`src/rtl/vdp_bitmap.sv`:
```
// Bitmap VDP: 640x480@60 VGA timing and a 256x192 1-bpp framebuffer shown pixel-doubled in a border.
// One 32-byte line buffer is refilled from shared SRAM during horizontal blanking, every second line.
module vdp_bitmap #(
  parameter logic [15:0] BASE_ADDR  = 16'h6000,
  parameter logic [11:0] FG_RGB     = 12'hFFF,
  parameter logic [11:0] BG_RGB     = 12'h000,
  parameter logic [11:0] BORDER_RGB = 12'h008
) (
  input  logic        clk,
  input  logic        reset_n,
  input  logic        ram_grant,
  input  logic [7:0]  ram_data,
  output logic [15:0] vdp_addr,
  output logic [3:0]  r,
  output logic [3:0]  g,
  output logic [3:0]  b,
  output logic        hsync,
  output logic        vsync,
  output logic        vblank,
  output logic        underrun
);

  typedef enum logic {IDLE, FETCH} state_e;

  state_e      state_q;
  logic [9:0]  hcount_q, vcount_q;
  logic [5:0]  issue_idx_q;
  logic [7:0]  sy_q;
  logic        cap_vld_q;
  logic [4:0]  cap_idx_q;
  logic [15:0] addr_q;
  logic [11:0] rgb_q, rgb_d;
  logic        hsync_q, vsync_q, vblank_q, underrun_q;
  logic [7:0]  line_buf_q [32];

  logic        h_wrap, v_wrap, fetch_start, issue, cap_last;
  logic [7:0]  sy_start, hpix, rd_byte;
  logic        in_win, visible;

  function automatic logic [15:0] line_addr(input logic [7:0] sy, input logic [5:0] idx);
    return BASE_ADDR + {3'b000, sy, 5'b00000} + {10'd0, idx};
  endfunction

  assign h_wrap   = (hcount_q == 10'd799);
  assign v_wrap   = (vcount_q == 10'd524);
  // Fetch during line n-1 for even-offset display lines n, so both doubled lines share it.
  assign fetch_start = (state_q == IDLE) && (hcount_q == 10'd576) &&
                       (vcount_q >= 10'd47) && (vcount_q <= 10'd429) && vcount_q[0];
  assign sy_start = 8'((vcount_q - 10'd47) >> 1);
  assign issue    = (state_q == FETCH) && ram_grant && !issue_idx_q[5];
  assign cap_last = (state_q == FETCH) && cap_vld_q && (cap_idx_q == 5'd31);

  assign hpix    = 8'((hcount_q - 10'd64) >> 1);
  assign rd_byte = line_buf_q[hpix[7:3]];
  assign in_win  = (hcount_q >= 10'd64) && (hcount_q <= 10'd575) &&
                   (vcount_q >= 10'd48) && (vcount_q <= 10'd431);
  assign visible = (hcount_q < 10'd640) && (vcount_q < 10'd480);

  always_comb begin
    rgb_d = 12'h000;
    if (visible) begin
      if (in_win) rgb_d = rd_byte[~hpix[2:0]] ? FG_RGB : BG_RGB;
      else        rgb_d = BORDER_RGB;
    end
  end

  always_ff @(posedge clk) begin
    if (!reset_n) begin
      hcount_q    <= '0;
      vcount_q    <= '0;
      state_q     <= IDLE;
      issue_idx_q <= '0;
      cap_vld_q   <= 1'b0;
      cap_idx_q   <= '0;
      addr_q      <= BASE_ADDR;
      rgb_q       <= '0;
      hsync_q     <= 1'b1;
      vsync_q     <= 1'b1;
      vblank_q    <= 1'b0;
      underrun_q  <= 1'b0;
    end else begin
      hcount_q <= h_wrap ? 10'd0 : hcount_q + 10'd1;
      if (h_wrap) vcount_q <= v_wrap ? 10'd0 : vcount_q + 10'd1;

      cap_vld_q <= issue;
      cap_idx_q <= issue_idx_q[4:0];

      case (state_q)
        IDLE: begin
          if (fetch_start) begin
            state_q     <= FETCH;
            sy_q        <= sy_start;
            issue_idx_q <= '0;
            addr_q      <= line_addr(sy_start, 6'd0);
          end
        end
        FETCH: begin
          if (issue) begin
            issue_idx_q <= issue_idx_q + 6'd1;
            addr_q      <= line_addr(sy_q, 6'(issue_idx_q + 6'd1));
          end
          if (cap_last || h_wrap) state_q <= IDLE;
        end
        default: state_q <= IDLE;
      endcase

      rgb_q      <= rgb_d;
      hsync_q    <= !((hcount_q >= 10'd656) && (hcount_q <= 10'd751));
      vsync_q    <= !((vcount_q >= 10'd490) && (vcount_q <= 10'd491));
      vblank_q   <= (vcount_q >= 10'd480);
      underrun_q <= (state_q == FETCH) && h_wrap && !cap_last;
    end
  end

  // Captures are dropped once the FSM has left FETCH, so an abandoned fetch leaves stale data.
  always_ff @(posedge clk) begin
    if (reset_n && cap_vld_q && (state_q == FETCH))
      line_buf_q[cap_idx_q] <= ram_data;
  end

  assign vdp_addr = addr_q;
  assign r        = rgb_q[11:8];
  assign g        = rgb_q[7:4];
  assign b        = rgb_q[3:0];
  assign hsync    = hsync_q;
  assign vsync    = vsync_q;
  assign vblank   = vblank_q;
  assign underrun = underrun_q;

endmodule

```
`config.mk`:
```
export PLATFORM = sky130hd
export DESIGN_NAME = vdp_bitmap
export DESIGN_NICKNAME = d
export VERILOG_FILES = /design/src/rtl/vdp_bitmap.sv
export SDC_FILE = /design/constraint.sdc
export NUM_CORES = 1
export LEC_CHECK = 0
export BUFFER_PORTS_ARGS = -buffer_cell sky130_fd_sc_hd__buf_2
export CORE_MARGIN = 4
export CORE_UTILIZATION = 45
export DETAILED_ROUTE_END_ITERATION = 6
export MAX_ROUTING_LAYER = met4
export PLACE_DENSITY_LB_ADDON = 0.08
export SLEW_MARGIN = 20
export SYNTH_ARGS = -nofsm -noshare
export SYNTH_HDL_FRONTEND = slang
export SYNTH_SLANG_ARGS = --single-unit
```
`constraint.sdc`:
```
create_clock -name clk -period 3.15 [get_ports clk]
set_input_delay 0.315 -clock clk [delete_from_list [all_inputs] [get_ports clk]]
set_output_delay 0.315 -clock clk [all_outputs]
set_load 0.005 [all_outputs]
```
* Word-level counts from Yosys, hierarchy flattened
Memory sizes are Yosys's and may differ from the RTL's. Index checks and enable logic that the tools add are counted.
Storage, ports and cells: memories kept 1, bits in registers 73, word-level logic and storage cells 90, RAM bits 256
Memories:
- line_buf_q | depth 32, bits a word 8, rd ports 1, clocked after memory_dff 0, write ports 1, line 34 | logic [7:0] line_buf_q [32];
Operators by class: order comparisons 14, reduce and logical (&&, ||, !) cells 28, bitwise logic cells 3, mux-type cells 16, $add $sub $neg 8, equality and inequality tests 6
Operator list (number):
- $add 15x13->16 const A | 2
- $mux 16 | 2
- $pmux 16 s2 | 1
- $eq 10x10->1 const B | 3
- $le 10x9->1 const B | 3
- $add 10x1->10 const B | 2
- $ge 10x6->1 const B | 2
- $ge 10x9->1 const B | 2
- $le 10x10->1 const B | 2
- $logic_and 1x1->1 | 18
- $add 16x6->16 | 1
- $mux 12 | 1
- $mux 6 | 2
- $pmux 6 s2 | 1
- $ge 10x10->1 const B | 1
- $ge 10x7->1 const B | 1
- $lt 10x10->1 const B | 1
- $lt 10x9->1 const B | 1
- $mux 10 | 1
- $sub 9x6->9 const B | 1
- $sub 9x7->9 const B | 1
- $add 6x1->6 const B | 1
- $reduce_and 3->1 | 2
- $eq 5x5->1 const B | 1
- other kinds (13) | 22

* Depth between registers and ports, before layout
depth after elaboration 7, depth in mapped cells 13, gate-level depth less buffers 11

* Worst setup path after synthesis
Ideal clock, no wire load.
path type reg-to-reg, start point reg hcount_q[6], end point reg rgb_q[3], period minus slack after synthesis 2.738 ns, data required time 3.022 ns, slack 0.412 ns, setup time 0.128 ns, arrival 2.610 ns, stages on the path, launching flop included 13, buffers on the path 3, path through dfxtp_1 buf_2 inv_1 buf_2 ha_1 xor2_2 buf_4 mux4_2 mux2_2 o22ai_1 nor3_1 o21ai_0 a31oi_1
On the way: longest elaborated chain between the ends 6, elaborated cells between the ends (all ways) 14, classes of those cells add/sub: 1; order compare: 3; mux: 4; reduce/logical: 5; memory: 1
Ends and longest elaborated chain:
- start, declared | line 26 | logic [9:0] hcount_q, vcount_q;
- start signal, assigned | line 82 | hcount_q <= h_wrap ? 10'd0 : hcount_q + 10'd1;
- $sub 9x7->9 | line 53 | assign hpix = 8'((hcount_q - 10'd64) >> 1);
- $mem_v2 32x8
- $bmux 1 s3 | line 62 | if (in_win) rgb_d = rd_byte[~hpix[2:0]] ? FG_RGB : BG_RGB;
- $mux 1 (implied by the code) | line 62
- $mux 12 | line 62
- $mux 4 | line 62
- end signal, assigned | line 107 | rgb_q <= rgb_d;
- end, declared | line 32 | logic [11:0] rgb_q, rgb_d;
Parallel ways exist; a longest one is shown, timed or not. The select of a mux whose other input is x is not followed. A chain may end at the register's enable or synchronous reset.

* Worst setup path after layout
start point reg hcount_q[7], end point reg rgb_q[3]
The elaborated chain is that of the path after synthesis.

==> metrics.txt <==
status=finished clean; Total Routing Usage GR=0.207; critical path startpoint category=flip-flop; dpl hpwl=20700 um; die height=178 um; register area share after synthesis=0.683; DRT iter0 DRCs=720; synth top area cells=edfxtp_1 61%, mux4_2 9.0%, dfxtp_1 7.7%, mux4_1 2.4%, nor2_1 2.2%; CTS Buf Count=34; Tmin final=2.73 ns; Final ANT Viol Nets=0; grt total ovfl=0; Layout area overhead=14.1%; power per cell area=578 nW/um^2; antenna fix cells=0; Max Root-Sink Buffers=3; core area=28700 um^2; largest net degree at the start of global routing=40; Final setup viols=0; Yosys reg bits=314; Hold/Removal Path Class=input port to flip-flop; slew margin rel.=0.511; Critical Path RT=3.53 ns; mapped cell area=13100 um^2; RSZ-0062 raised after global routing=false; Static Leak=4.92 nW; kind of critical path=flip-flop to flip-flop; Nets=907; via count of the first global-routing pass=7396; Async SR Flop Fraction=0; final hold viol count=0; Clock Sinks=314; vias per inst=5.70; syn avg cell area=16.1 um^2; DRC=0; Post-synth EDFFs=264; FP Rows=62; setup TNS=0 ns; Tot Pwr=8.62 mW; Wirelength per Cell=24.2 um; CTS tree=yes; global-route wire length before repair=47000 um; die area=31800 um^2; Worst IR Drop VDD=429 uV; Synth area leader=edfxtp_1; skew final=0.00948 ns; Synth Warn #=0; drt total wl=31200 um; H-tree depth=2; Die W=178 um; Synth top area share=0.607; DR top layer=met4; ys flop type=edfxtp_1; area occupied by registers=8930 um^2; Post-Layout Cell Count=1291; multi-input combinational cell area=3660 um^2; clk root buf=clkbuf_16; clock latency at the later pin of the worst-skew pair=0.50 ns; Distinct cells, synth=63; wl on met1=13500 um; Post-CTS Repair Setup Buffers=0; Tcrit/Tclk final=0.865; 1st-pass router iterations=6; Gate Count Post-Synth=813; max cap viols=0; crit end category=flip-flop; Port Buf Inserts=42; Initial Util=0.455; post-synthesis net count=836; CP max FO=15; initial antenna violation count=0; Layout fillers=2358; DR vias=7354; layout cells sized above 1=0.234; # IOs=43; CP arrival=3.11 ns; met3 WL post-DR=1620 um; DR WL met2=15100 um; Max Transition Viols Final=0; cts-stage hold buffer count=0; worst slew pin tran=0.733 ns; # resized after CTS=0; Cells after DPL=1232; Final GP Congestion=0.908; FMAX=0.367 GHz; Reg clk slew, reported paths=0.06 ns
per-layer routing:
metal,track usage,vias to the layer above
li1,-,3286
met1,0.281,3737
met2,0.325,254
met3,0.0305,77
met4,0.0659,0
met5,-,-
kinds of logic (layout without fill, tap and decap cells):
group | after synthesis | in the layout | synth area share
DFF | 314 | 314 | 0.683
and+or+nand+nor | 233 | 233 | 0.0865
muxes | 80 | 80 | 0.126
buffers and inverters | 72 | 166 | 0.0365
AOI/OAI and AO/OA | 71 | 71 | 0.0347
xor gates and xnor gates | 31 | 31 | 0.0214
adders and majority gates | 12 | 12 | 0.0115
report_power, final:
part | switching, mW | internal [mW]
logic | 0.0856 | 0.0188
clock network | 1.55 | 2.46
registers | 0.00549 | 4.50
synthesized netlist by cell type, types with 2 or more instances:
library cell  count
nand4_1          12
or3b_2            2
or3_1             3
a22oi_1           3
clkbuf_1         13
and3_1            7
nor2_1           78
dfxtp_1          50
a31oi_1           5
mux4_1           12
a21oi_1          19
nand2_1          49
o32ai_1           2
nand2b_1          2
or4_1             2
inv_1            11
buf_6             9
mux2_2            2
a211oi_1          7
nand3_1          33
and3_2            2
xor2_1           18
nor2b_1           3
ha_1             12
xnor2_1          12
a41oi_1           2
nor3_1           12
buf_2            16
nor3b_1           2
o22ai_1           2
and2_1            7
mux4_2           52
nand3b_1          5
nor4_1            3
clkbuf_8          2
edfxtp_1        264
mux2i_1          14
o21ai_0          16
o211ai_1          5
buf_4            19
nand4b_1          2
worst max-delay path, cell delays in order (launching register included):
cell,delay [ns]
dfxtp_1,0.42
inv_1,0.10
ha_1,0.28
xor2_2,0.18
buf_4,0.28
mux4_2,0.33
mux2i_1,0.33
o32ai_1,0.16
nor3_1,0.24
a311o_1,0.19
a31oi_1,0.08
cells in the final DEF (no fill, tap or decap), types with 4 or more instances in the layout:
master	instances
edfxtp_1	264
nor2_1	78
mux4_2	52
buf_4	51
nand2_1	49
dfxtp_1	48
buf_2	42
clkbuf_16	37
nand3_1	33
a21oi_1	19
xor2_1	18
o21ai_0	16
mux2i_1	14
xnor2_1	12
nor3_1	12
nand4_1	12
mux4_1	12
ha_1	12
inv_1	11
and3_1	7
and2_1	7
a211oi_1	7
clkbuf_1	6
nand3b_1	5
a31oi_1	5
o211ai_1	5
clkinv_1	5
bufinv_16	4
through the flow:
stage	utilization	area (um^2)	hold WS, ns	worst slack, ns
2_1_floorplan	-	13100	0.414	0.412
6_report	0.519	14900	0.167	0.424
4_1_cts	0.519	14900	0.144	0.405
3_5_place_dp	0.480	13800	0.447	0.460
3_3_place_gp	0.480	13800	0.439	0.503
5_1_grt	0.519	14900	0.175	0.254
path summary, 6_finish.rpt:
kind | end | slack [ns] | from | depth (start not counted)
worst min-delay path | vdp_addr[14] | 0.17 | reset_n | 2
worst min register to register | vdp_addr[10] | 0.46 | vdp_addr[10] | 2
worst max-delay path | rgb_q[3] | 0.42 | hcount_q[7] | 10
worst max register to register | rgb_q[3] | 0.42 | hcount_q[7] | 10
flip-flops by register name, summed over array words and instances, names as in the netlist, 2 cells and up:
name         flops
hcount_q        10
cap_idx_q        5
line_buf_q     256
sy_q             8
rgb_q            2
issue_idx_q      6
vcount_q        10
vdp_addr        11
area by class of cell:
type,instances,share of cell area
inverters,11,0.00277
clock inverters,16,0.0124
repair buffers,96,0.0438
well taps,384,0.0322
multi-input cells,427,0.246
flip-flops and latches,314,0.599
clock buffers,43,0.0636
Power figures use the tool's default switching activity.
